[src/rtl/ifetch_unit.sv]
// rtl/ifetch_unit.sv - instruction fetch: credit-limited requests, pc-tag queue, in-order instruction buffer
module ifetch_fifo #(
  parameter int WIDTH = 32,
  parameter int DEPTH = 2
) (
  input  logic                         clk,
  input  logic                         reset,
  input  logic                         flush,
  input  logic                         push,
  input  logic [WIDTH-1:0]             push_data,
  input  logic                         pop,
  output logic [WIDTH-1:0]             head_data,
  output logic [$clog2(DEPTH+1)-1:0]   count
);
  localparam int PW = $clog2(DEPTH);
  localparam int CW = $clog2(DEPTH+1);

  logic [WIDTH-1:0] mem [DEPTH];
  logic [PW-1:0]    wr_ptr;
  logic [PW-1:0]    rd_ptr;

  // DEPTH is a power of two, so natural pointer overflow is the modulo-DEPTH wrap
  always_ff @(posedge clk or posedge reset) begin
    if (reset) begin
      wr_ptr <= '0;
      rd_ptr <= '0;
      count  <= '0;
    end else if (flush) begin
      wr_ptr <= '0;
      rd_ptr <= '0;
      count  <= '0;
    end else begin
      if (push) wr_ptr <= wr_ptr + PW'(1);
      if (pop)  rd_ptr <= rd_ptr + PW'(1);
      count <= count + CW'(push) - CW'(pop);
    end
  end

  always_ff @(posedge clk) begin
    if (push && !flush) mem[wr_ptr] <= push_data;
  end

  assign head_data = mem[rd_ptr];
endmodule

module ifetch_unit #(
  parameter logic [31:0] RESET_VECTOR = 32'h80000000,
  parameter int          DEPTH        = 2
) (
  input  logic        clk,
  input  logic        reset,
  input  logic        redirect,
  input  logic [31:0] redirect_pc,
  output logic        imem_req_valid,
  output logic [31:0] imem_req_addr,
  input  logic        imem_req_ready,
  input  logic        imem_resp_valid,
  input  logic [31:0] imem_resp_data,
  output logic        out_valid,
  output logic [31:0] out_instr,
  output logic [31:0] out_pc,
  output logic [31:0] out_pc_plus4,
  input  logic        out_ready
);
  localparam int CW = $clog2(DEPTH+1);

  if (DEPTH != 2 && DEPTH != 4) begin : g_bad_depth
    $error("ifetch_unit: DEPTH must be 2 or 4");
  end

  logic [31:0]   fpc;
  logic [CW-1:0] occupancy;
  logic [CW-1:0] outstanding;
  logic [CW-1:0] outstanding_next;
  logic [CW-1:0] stale_cnt;
  logic [CW:0]   credit_used;
  logic          req_fire;
  logic          resp_fire;
  logic          resp_keep;
  logic          deq;
  logic [31:0]   tag_pc;
  logic [63:0]   head_entry;
  logic          redirect_pc_unused;

  // Stale requests still hold a credit until their response drains
  assign credit_used      = {1'b0, occupancy} + {1'b0, outstanding};
  assign imem_req_valid   = !reset && (credit_used < (CW+1)'(DEPTH));
  assign imem_req_addr    = fpc;
  assign req_fire         = imem_req_valid && imem_req_ready;
  assign resp_fire        = imem_resp_valid && (outstanding != '0);
  assign resp_keep        = resp_fire && (stale_cnt == '0) && !redirect;
  assign deq              = out_valid && out_ready && !redirect;
  assign outstanding_next = outstanding + CW'(req_fire) - CW'(resp_fire);

  ifetch_fifo #(.WIDTH(32), .DEPTH(DEPTH)) u_tag_fifo (
    .clk       (clk),
    .reset     (reset),
    .flush     (1'b0),
    .push      (req_fire),
    .push_data (fpc),
    .pop       (resp_fire),
    .head_data (tag_pc),
    .count     (outstanding)
  );

  ifetch_fifo #(.WIDTH(64), .DEPTH(DEPTH)) u_ibuf (
    .clk       (clk),
    .reset     (reset),
    .flush     (redirect),
    .push      (resp_keep),
    .push_data ({tag_pc, imem_resp_data}),
    .pop       (deq),
    .head_data (head_entry),
    .count     (occupancy)
  );

  always_ff @(posedge clk or posedge reset) begin
    if (reset) begin
      fpc       <= RESET_VECTOR;
      stale_cnt <= '0;
    end else if (redirect) begin
      fpc       <= {redirect_pc[31:2], 2'b00};
      stale_cnt <= outstanding_next;
    end else begin
      if (req_fire) fpc <= fpc + 32'd4;
      if (resp_fire && stale_cnt != '0) stale_cnt <= stale_cnt - CW'(1);
    end
  end

  assign redirect_pc_unused = ^redirect_pc[1:0];

  assign out_valid    = (occupancy != '0);
  assign out_pc       = head_entry[63:32];
  assign out_instr    = head_entry[31:0];
  assign out_pc_plus4 = out_pc + 32'd4;
endmodule

[config.mk]
export PLATFORM = sky130hd
export DESIGN_NAME = ifetch_unit
export DESIGN_NICKNAME = d
export VERILOG_FILES = /design/src/rtl/ifetch_unit.sv
export SDC_FILE = /design/constraint.sdc
export NUM_CORES = 1
export LEC_CHECK = 0
export CAP_MARGIN = 15
export CORE_UTILIZATION = 35
export CTS_BUF_LIST = sky130_fd_sc_hd__clkbuf_8
export DETAILED_ROUTE_END_ITERATION = 8
export GPL_ROUTABILITY_DRIVEN = 0
export PLACE_DENSITY = 0.66
export SLEW_MARGIN = 10
export SYNTH_ARGS = -nofsm -noshare
export SYNTH_HDL_FRONTEND = slang
export SYNTH_SLANG_ARGS = --single-unit
[constraint.sdc]
create_clock -name clk -period 6.25 [get_ports clk]
set_input_delay 0.625 -clock clk [delete_from_list [all_inputs] [get_ports clk]]
set_output_delay 0.625 -clock clk [all_outputs]
set_load 0.005 [all_outputs]
==> results_dict.tcl <==
set metrics [dict create \
    outcome "finished clean" \
    relSlewSlack 0.380 \
    viasPerCell 4.76 \
    multiInputGateArea_um2 2910 \
    cp-start-kind "flip-flop" \
    cts_htree_levels 2 \
    p_int_mw 3.14 \
    yosysMostFrequentCell "edfxtp_1" \
    drt_iter0_markers 192 \
    synthToLayoutAreaGrowth_pct 31.3 \
    fin_crit_sh 0.695 \
    io_buffers 191 \
    leakagePower_nw 4.45 \
    first_global_vias 5944 \
    ys.flop_type "edfxtp_1" \
    p_per_area_nw_per_um2 337 \
    synth_edf_count 184 \
    clock_latency_ns 0.52 \
    final_net_count 950 \
    tightest_slew_ns 0.923 \
    worst-setup-path-type "flip-flop to primary output" \
    io_pins 200 \
    grt_start_max_net_pins 71 \
    hold_slack_ns 0.514 \
    cp.arrival_ns 3.72 \
    netSwitchingFraction 0.266 \
    finalHoldViolCount 0 \
    seq_area_um2 6530 \
    ys_types 53 \
    fp-row-count 60 \
    fillers 2463 \
    crit_path_max_fanout 64 \
    die_w_um 168 \
    avgRoutedWirePerCell_um 17.0 \
    power_frac_clock 0.304 \
    end_kind "primary output" \
    postRouteAntennaNets 0 \
    drive_gt1_frac 0.178 \
    grt_overflow 0 \
    yosysTopAreaCell "edfxtp_1" \
    vias 5921 \
    period_minus_slack_ns 4.35 \
    routed_wl_um 21100 \
    fin_skew_ns 0.00903 \
    synth_top_area_share 0.572 \
    avgSynthCellArea_um2 14.7 \
    cts.sinks 224 \
    drv_slew 0 \
    cp.required_ns 5.62 \
    cts_buffer_depth 3 \
    fmax_ghz 0.230 \
    synth-async-reset-ratio 0.179 \
    die-area_um2 28300 \
    dp_hpwl_um 14200 \
    route.detailed.drc 0 \
    syn_area_um2 9660 \
    core_area_um2 27000 \
    yosysWarnings 0 \
    setup_tns_ns 0 \
    rsz0062_at_grt "false" \
    antenna_found_initial 0 \
    hold_buffers 0 \
    hold_path_depth 1 \
    synth_commonest_cells "edfxtp_1 (184), mux2_2 (83), nand2_1 (63), dfrtp_1 (39), o21ai_0 (35)" \
    path_clk_slew_ns 0.06 \
    grt_pass1_wl_um 32500 \
    die_h_um 168 \
    hold_class "flip-flop to flip-flop" \
    numCtsBuffers 39 \
    initial_core_util 0.357 \
    grt_use_total 0.148 \
    postCtsSetupRepairBufs 0 \
    vdd_drop_max_mv 0.144 \
    cts_root_buffer "clkbuf_8" \
    yosysSeqAreaShare 0.676 \
    netlist_instances 657 \
    synthTopCellsByArea "edfxtp_1 (57%), dfrtp_1 (10%), mux2_2 (9.7%)" \
    seqPwrFrac 0.461 \
    antenna_cells 0 \
    dr.pass1.iters 4 \
    cts_tree "done" \
    postCtsResizedCells 0 \
    synth-seq-cells 224 \
    max-cap-violations 0 \
    switching_power_mw 1.14 \
    ff2ff_path_depth 9 \
    report.final.setup_viol 0 \
    pwr-share-comb 0.235 \
]
registers in the layout (all words and copies together), names as in the netlist:
name,cells
imem_req_addr,30
stale_cnt,2
u_ibuf.count,2
u_ibuf.mem,124
u_ibuf.rd_ptr,1
u_ibuf.wr_ptr,1
u_tag_fifo.count,2
u_tag_fifo.mem,60
u_tag_fifo.rd_ptr,1
u_tag_fifo.wr_ptr,1
metal layers:
metal,up-vias,global-route usage,routed length [µm]
li1,2849,-,-
met1,2861,0.195,9880
met2,180,0.241,9480
met3,31,0.0341,1300
met4,0,0.0542,441
met5,-,0,0
final cells by class:
class                           count  area share
Clock buffer                       44      0.0478
Sequential cell                   224       0.515
Tap cell                          341      0.0336
Timing Repair Buffer              200       0.156
Inverter                           18     0.00533
Multi-Input combinational cell    389       0.230
Clock inverter                     27      0.0127
stage by stage:
step	setup slack (ns)	instances	power, mW	util	instance area [µm²]
final	1.90	1243	4.27	0.469	12700
after global routing	1.52	1243	4.50	0.469	12700
after CTS	1.75	1243	4.34	0.469	12700
after detailed placement	2.33	1172	3.01	0.441	11900
after global placement	2.40	1172	3.00	0.441	11900
after floorplan	0.531	662	2.50	-	9670
power by group through the flow:
stage | registers [mW] | clock network, mW | logic [mW]
after floorplan | 1.94 | 0 | 0.566
after global placement | 1.99 | 0 | 1.00
after detailed placement | 2.00 | 0 | 1.01
after CTS | 1.97 | 1.34 | 1.02
after global routing | 1.99 | 1.41 | 1.10
final | 1.97 | 1.30 | 1.00
kinds of logic (layout without fill, tap and decap cells):
| family | after synthesis | count (layout) | share of synthesized area |
|---|---|---|---|
| AND/OR/NAND/NOR | 171 | 171 | 0.0949 |
| adder cells (fa/ha/maj) | 8 | 8 | 0.0111 |
| XOR/XNOR | 64 | 64 | 0.0581 |
| other | 1 | 6 | 0.000388 |
| flip-flops | 224 | 224 | 0.676 |
| multiplexers | 93 | 93 | 0.107 |
| buffers and inverters | 49 | 289 | 0.0253 |
| AO/OA/AOI/OAI | 47 | 47 | 0.0271 |
cell usage in the layout (no fill, tap or decap), types with 7 or more instances in the layout:
master / netlist / final
xnor2_1: 33 / 33
xor2_1: 31 / 31
edfxtp_1: 184 / 184
dfrtp_1: 39 / 38
nand4_1: 21 / 21
ha_1: 7 / 7
nand3_1: 26 / 26
clkbuf_8: 1 / 44
clkdlybuf4s50_1: 0 / 190
o21ai_0: 35 / 35
mux2i_1: 10 / 10
nand2_1: 63 / 63
buf_4: 7 / 9
nor3_1: 8 / 7
nor2_1: 14 / 13
inv_1: 17 / 22
mux2_2: 83 / 83
clkinv_1: 0 / 14
critical path, cell delays in order (launching register included):
cell,delay [ns]
dfrtp_4,0.92
mux2i_1,0.19
inv_1,0.11
ha_1,0.18
a21boi_0,0.19
buf_4,0.17
and3_1,0.42
nor3b_1,0.30
xnor2_1,0.15
clkdlybuf4s50_1,0.54
worst paths after layout:
check | startpoint | endpoint | slack, ns
setup / recovery | u_ibuf.rd_ptr | out_pc_plus4[30] | 1.90
hold / removal | u_tag_fifo.wr_ptr | u_tag_fifo.wr_ptr | 0.51
setup reg to reg | u_tag_fifo.count[0] | imem_req_addr[16] | 3.41
hold reg to reg | u_tag_fifo.wr_ptr | u_tag_fifo.wr_ptr | 0.51
max in group asynchronous | reset | u_ibuf.rd_ptr | 5.21
min in group asynchronous | reset | u_ibuf.count[1] | 0.62
No activity file was read; power rests on OpenSTA's default activity.
